$ cat src/rtl/pulse_handshake_rx_pkg.sv
// Shared definitions for the 4-phase pulse-handshake CDC pair.
// The source-side block uses the same state encoding and defaults.
package pulse_handshake_rx_pkg;

  typedef enum logic [1:0] {
    IDLE   = 2'd0,
    PULSE  = 2'd1,
    ACK_HI = 2'd2
  } hs_state_e;

  localparam int unsigned DEF_SYNC_STAGES = 2;
  localparam int unsigned DEF_PULSE_WIDTH = 1;
  localparam int unsigned DEF_CNT_W       = 8;

endpackage

$ cat src/rtl/pulse_handshake_rx_if.sv
// Handshake and status signals of the destination-side responder.
interface pulse_handshake_rx_if
  import pulse_handshake_rx_pkg::*;
#(
  parameter int unsigned CNT_W = DEF_CNT_W
);

  logic             req_async;
  logic             ready;
  logic             ack;
  logic             pulse_out;
  logic             busy;
  logic [CNT_W-1:0] evt_cnt;
  logic             err_proto;

  modport master (
    output req_async, ready,
    input  ack, pulse_out, busy, evt_cnt, err_proto
  );

  modport slave (
    input  req_async, ready,
    output ack, pulse_out, busy, evt_cnt, err_proto
  );

endinterface

$ cat src/rtl/cdc_sync_level.sv
// Plain level synchronizer: a flop chain with synchronous reset.
module cdc_sync_level
  import pulse_handshake_rx_pkg::*;
#(
  parameter int unsigned STAGES = DEF_SYNC_STAGES
) (
  input  logic clk_b,
  input  logic rst,
  input  logic d,
  output logic q
);

  logic [STAGES-1:0] r_sync;

  always_ff @(posedge clk_b) begin
    if (rst) begin
      r_sync <= '0;
    end else begin
      r_sync[0] <= d;
      for (int i = 1; i < STAGES; i++) begin
        r_sync[i] <= r_sync[i-1];
      end
    end
  end

  assign q = r_sync[STAGES-1];

endmodule

$ cat src/rtl/pulse_handshake_rx.sv
// Destination-side responder of the 4-phase req/ack handshake: synchronizes
// the request, emits a fixed-width event pulse and returns a level ack.
module pulse_handshake_rx
  import pulse_handshake_rx_pkg::*;
#(
  parameter int unsigned SYNC_STAGES = DEF_SYNC_STAGES,
  parameter int unsigned PULSE_WIDTH = DEF_PULSE_WIDTH,
  parameter int unsigned CNT_W       = DEF_CNT_W
) (
  input  logic                 clk_b,
  input  logic                 rst,
  pulse_handshake_rx_if.slave  bus
);

  localparam int unsigned WCNT_W = (PULSE_WIDTH > 1) ? $clog2(PULSE_WIDTH) : 1;
  localparam logic [WCNT_W-1:0] WCNT_LOAD = WCNT_W'(PULSE_WIDTH - 1);

  hs_state_e         r_state, w_state_nxt;
  logic              w_req_pre;
  logic              r_req_sync;
  logic              r_ack, w_ack_nxt;
  logic              r_pulse, w_pulse_nxt;
  logic              r_busy, w_busy_nxt;
  logic              r_err, w_err_nxt;
  logic [CNT_W-1:0]  r_evt_cnt, w_evt_cnt_nxt;
  logic [WCNT_W-1:0] r_wcnt, w_wcnt_nxt;

  // Last synchronizer stage lives here so busy can look one stage ahead.
  cdc_sync_level #(
    .STAGES (SYNC_STAGES - 1)
  ) u_sync (
    .clk_b (clk_b),
    .rst   (rst),
    .d     (bus.req_async),
    .q     (w_req_pre)
  );

  always_ff @(posedge clk_b) begin
    if (rst) begin
      r_req_sync <= 1'b0;
      r_state    <= IDLE;
      r_ack      <= 1'b0;
      r_pulse    <= 1'b0;
      r_busy     <= 1'b0;
      r_err      <= 1'b0;
      r_evt_cnt  <= '0;
      r_wcnt     <= '0;
    end else begin
      r_req_sync <= w_req_pre;
      r_state    <= w_state_nxt;
      r_ack      <= w_ack_nxt;
      r_pulse    <= w_pulse_nxt;
      r_busy     <= w_busy_nxt;
      r_err      <= w_err_nxt;
      r_evt_cnt  <= w_evt_cnt_nxt;
      r_wcnt     <= w_wcnt_nxt;
    end
  end

  always_comb begin
    w_state_nxt   = r_state;
    w_ack_nxt     = r_ack;
    w_pulse_nxt   = r_pulse;
    w_err_nxt     = r_err;
    w_evt_cnt_nxt = r_evt_cnt;
    w_wcnt_nxt    = r_wcnt;

    unique case (r_state)
      IDLE: begin
        if (r_req_sync && bus.ready) begin
          w_state_nxt   = PULSE;
          w_pulse_nxt   = 1'b1;
          w_wcnt_nxt    = WCNT_LOAD;
          w_evt_cnt_nxt = r_evt_cnt + CNT_W'(1);
        end
      end
      PULSE: begin
        // A request withdrawn while the pulse is running is a violation,
        // but the pulse always runs to full width.
        if (!r_req_sync) begin
          w_err_nxt = 1'b1;
        end
        if (r_wcnt == '0) begin
          w_pulse_nxt = 1'b0;
          if (r_req_sync) begin
            w_ack_nxt   = 1'b1;
            w_state_nxt = ACK_HI;
          end else begin
            w_state_nxt = IDLE;
          end
        end else begin
          w_wcnt_nxt = r_wcnt - WCNT_W'(1);
        end
      end
      ACK_HI: begin
        if (!r_req_sync) begin
          w_ack_nxt   = 1'b0;
          w_state_nxt = IDLE;
        end
      end
      default: begin
        w_state_nxt = IDLE;
      end
    endcase

    w_busy_nxt = (w_state_nxt != IDLE) | w_req_pre;
  end

  assign bus.ack       = r_ack;
  assign bus.pulse_out = r_pulse;
  assign bus.busy      = r_busy;
  assign bus.evt_cnt   = r_evt_cnt;
  assign bus.err_proto = r_err;

endmodule

$ cat src/flat_wrapper.sv
// flat-port wrapper written by rule: the top's interface ports become plain ports
module pulse_handshake_rx_flat import pulse_handshake_rx_pkg::*;
#(
  parameter int unsigned SYNC_STAGES = DEF_SYNC_STAGES,
  parameter int unsigned PULSE_WIDTH = DEF_PULSE_WIDTH,
  parameter int unsigned CNT_W       = DEF_CNT_W
)
  (clk_b, rst, bus_req_async, bus_ready, bus_ack, bus_pulse_out, bus_busy, bus_evt_cnt, bus_err_proto);
  pulse_handshake_rx_if #(.CNT_W(CNT_W)) bus_i ();
  input  logic clk_b;
  input  logic rst;
  input wire logic [$bits(bus_i.req_async)-1:0] bus_req_async;
  input wire logic [$bits(bus_i.ready)-1:0] bus_ready;
  output wire logic [$bits(bus_i.ack)-1:0] bus_ack;
  output wire logic [$bits(bus_i.pulse_out)-1:0] bus_pulse_out;
  output wire logic [$bits(bus_i.busy)-1:0] bus_busy;
  output wire logic [$bits(bus_i.evt_cnt)-1:0] bus_evt_cnt;
  output wire logic [$bits(bus_i.err_proto)-1:0] bus_err_proto;
  assign bus_i.req_async = bus_req_async;
  assign bus_i.ready = bus_ready;
  assign bus_ack = bus_i.ack;
  assign bus_pulse_out = bus_i.pulse_out;
  assign bus_busy = bus_i.busy;
  assign bus_evt_cnt = bus_i.evt_cnt;
  assign bus_err_proto = bus_i.err_proto;
  pulse_handshake_rx #(.SYNC_STAGES(SYNC_STAGES), .PULSE_WIDTH(PULSE_WIDTH), .CNT_W(CNT_W)) u_core (.clk_b(clk_b), .rst(rst), .bus(bus_i));
endmodule
$ cat config.mk
export PLATFORM = sky130hd
export DESIGN_NAME = pulse_handshake_rx_flat
export DESIGN_NICKNAME = d
export VERILOG_FILES = /design/src/rtl/pulse_handshake_rx_pkg.sv /design/src/rtl/pulse_handshake_rx_if.sv /design/src/rtl/cdc_sync_level.sv /design/src/rtl/pulse_handshake_rx.sv /design/src/flat_wrapper.sv
export SDC_FILE = /design/constraint.sdc
export NUM_CORES = 1
export LEC_CHECK = 0
export BUFFER_PORTS_ARGS = -buffer_cell sky130_fd_sc_hd__buf_4
export CAP_MARGIN = 10
export CORE_UTILIZATION = 40
export CTS_CLUSTER_SIZE = 8
export DETAILED_ROUTE_END_ITERATION = 16
export PLACE_DENSITY = 0.65
export SLEW_MARGIN = 40
export SYNTH_ARGS = -nofsm -noshare
export SYNTH_HDL_FRONTEND = slang
export SYNTH_SLANG_ARGS = --single-unit
$ cat constraint.sdc
create_clock -name clk_b -period 1.72 [get_ports clk_b]
set_input_delay 0.258 -clock clk_b [delete_from_list [all_inputs] [get_ports clk_b]]
set_output_delay 0.258 -clock clk_b [all_outputs]
set_load 0.02 [all_outputs]
==> impl_metrics.env <==
export IMPL_wire_per_inst_um=10.99
export IMPL_finalCriticalPeriod_ps=1597
export IMPL_drt_pass1_iter_count=3
export IMPL_crit_path_top_delay_cell="dfxtp_1"
export IMPL_cp_max_fo=5
export IMPL_place_hpwl_um=1007
export IMPL_worst_slew_pin_slew_ps=381.5
export IMPL_finalPower_uw=626.6
export IMPL_cts_tree="yes"
export IMPL_p_per_area_nw_per_um2=686.9
export IMPL_cts_buffer_depth=2
export IMPL_cts_root_buffer="clkbuf_4"
export IMPL_yosys_warnings=0
export IMPL_setup_tns_ps=0
export IMPL_drc_errors=0
export IMPL_post_cts_buffers=0
export IMPL_io_pins=16
export IMPL_nFillCells=193
export IMPL_cp_required_ps=1890
export IMPL_final_cell_mix="buf_4, dfxtp_1, a21oi_1, nor2_1, inv_1"
export IMPL_antenna_cells=0
export IMPL_async_flop_share_pct=0
export IMPL_critical_path_cell_chain="inv_1 -> ha_1 -> nand3_2 -> nor4_2 -> mux2_1"
export IMPL_h_tree_depth=1
export IMPL_synth_edf_count=0
export IMPL_yosysUniqueCellTypes=28
export IMPL_drive_gt1_share_pct=23.23
export IMPL_cts_resized=0
export IMPL_maxClockFrequency_mhz=626.3
export IMPL_ys_seq_elements=16
export IMPL_drt_iter0_drc=9
export IMPL_clock_latency_ps=280
export IMPL_wirelength_um=1363
export IMPL_worstSetupPathType="reg -> reg"
export IMPL_path_clk_slew_ps=90
export IMPL_vias=621
export IMPL_hold_path_class="in -> reg"
export IMPL_ant_nets=0
export IMPL_gp_congestion=0.7222
export IMPL_grt_pass1_wl_um=2152
export IMPL_die_w_um=45.83
export IMPL_synth_area_um2=768.2
export IMPL_placementRows=15
export IMPL_avgViaCountPerCell=5.008
export IMPL_hold_buffers=0
export IMPL_max_cap_viol_count=0
export IMPL_p_leak_nw=0.3756
export IMPL_grt_remaining_overflow=0
export IMPL_grt_pass1_vias=516
export IMPL_fin_nets=110
export IMPL_critPathMaxStageDelay_ps=370
export IMPL_synth_avg_cell_area_um2=9.146
export IMPL_cts_sinks=16
export IMPL_port_buffers=15
export IMPL_relSlewSlack_pct=74.57
export IMPL_fin_skew_ps=6.493
export IMPL_rsz0062_at_grt="no"
export IMPL_finalHoldViolCount=0
export IMPL_startpoint_type="flop"
export IMPL_antenna_found_initial=0
export IMPL_ir_drop_mv=0.5206
export IMPL_die_y_um=45.83
export IMPL_synth_seq_area_share_pct=41.69
export IMPL_arrival_ps=1770
export IMPL_setup_violations_final=0
export IMPL_synth_nets=93
export IMPL_synth_cells=84
export IMPL_cp_end_kind="flop"
export IMPL_track_usage_pct=14.78
export IMPL_status="finished clean"
export IMPL_min_period_over_period_pct=92.83
export IMPL_drv_slew=0
export IMPL_numCtsBuffers=3
export IMPL_core_um2=1764
export IMPL_start_util_pct=43.55
export IMPL_area_growth_pct=18.73
export IMPL_die_area_um2=2100
export IMPL_grt_max_degree=19
export IMPL_synth_flop_cell="dfxtp_1"
flip-flops by register name, summed over array words and instances (netlist names):
| name | cells |
|---|---|
| u_core.r_req_sync | 1 |
| u_core.bus.ack | 1 |
| u_core.r_state | 2 |
| u_core.bus.busy | 1 |
| u_core.bus.err_proto | 1 |
| u_core.bus.pulse_out | 1 |
| u_core.bus.evt_cnt | 8 |
| u_core.u_sync.q | 1 |
where the power goes:
| part | internal (mW) | switching (mW) | total [mW] |
|---|---|---|---|
| combinational | 0.0237 | 0.0305 | 0.0541 |
| clock | 0.0811 | 0.105 | 0.187 |
| sequential | 0.379 | 0.00714 | 0.386 |
cells by family after synthesis:
group	synth area share, %
adders and majority gates	8.143
xor gates and xnor gates	2.281
and+or+nand+nor	22.64
muxes	4.234
DFF	41.69
AOI/OAI and AO/OA	14.17
buffers and inverters	6.840
stage by stage:
| step | instances | hold WS (ps) | util [%] | setup slack, ps | area, um2 |
|---|---|---|---|---|---|
| floorplan | 84 | 386.2 | - | 193.2 | 768.2 |
| global placement | 121 | 439.0 | 50.43 | 155.4 | 889.6 |
| detailed placement | 121 | 450.7 | 50.43 | 137.7 | 889.6 |
| CTS | 124 | 187.9 | 51.70 | 125.2 | 912.1 |
| global route | 124 | 224.3 | 51.70 | 11.50 | 912.1 |
| finish | 124 | 193.6 | 51.70 | 123.3 | 912.1 |
path summary, 6_finish.rpt:
kind	from	end	slack, ps	cells past startpoint
worst max-delay path	u_core.r_state[0]$_SDFF_PP0_	u_core.bus.evt_cnt[7]$_SDFFE_PP0P_	120	5
worst min-delay path	bus_req_async	u_core.u_sync.q$_SDFF_PP0_	190	2
worst max register to register	u_core.r_state[0]$_SDFF_PP0_	u_core.bus.evt_cnt[7]$_SDFFE_PP0P_	120	5
worst min register to register	u_core.bus.err_proto$_SDFFE_PP0P_	u_core.bus.err_proto$_SDFFE_PP0P_	460	2
cell usage after synthesis (all sizes together), types with 3 or more instances:
master / count / area (um2)
a21oi: 8 / 40.04
nand3: 4 / 25.02
nor2b: 4 / 25.02
nand2: 3 / 11.26
inv: 6 / 22.52
ha: 5 / 62.56
dfxtp: 16 / 320.3
nor2: 7 / 26.28
o21ai: 3 / 15.01
layer usage:
layer / GRT usage (%) / part of all wire (%) / vias to the layer above
li1: - / - / 326
met1: 20.10 / 54 / 281
met2: 20.00 / 41 / 12
met3: 8.333 / 4.3 / 2
met4: 3.529 / 0.88 / 0
met5: 0 / 0 / -
final cells by class:
| class | instances | area [um2] | share of cell area [%] |
|---|---|---|---|
| clock buffers | 3 | 22.52 | 2.469 |
| inverters | 6 | 22.52 | 2.469 |
| repair buffers | 16 | 120.1 | 13.17 |
| well taps | 25 | 31.28 | 3.429 |
| multi-input cells | 58 | 395.4 | 43.35 |
| flip-flops and latches | 16 | 320.3 | 35.12 |
critical path, delay by kind of cell (launching register included):
| family | cells | cell delay (ps) |
|---|---|---|
| AND/OR/NAND/NOR | 2 | 440 |
| flip-flops | 1 | 370 |
| multiplexers | 1 | 340 |
| adder cells (fa/ha/maj) | 1 | 240 |
| buffers and inverters | 1 | 100 |
Power figures use the tool's default switching activity.
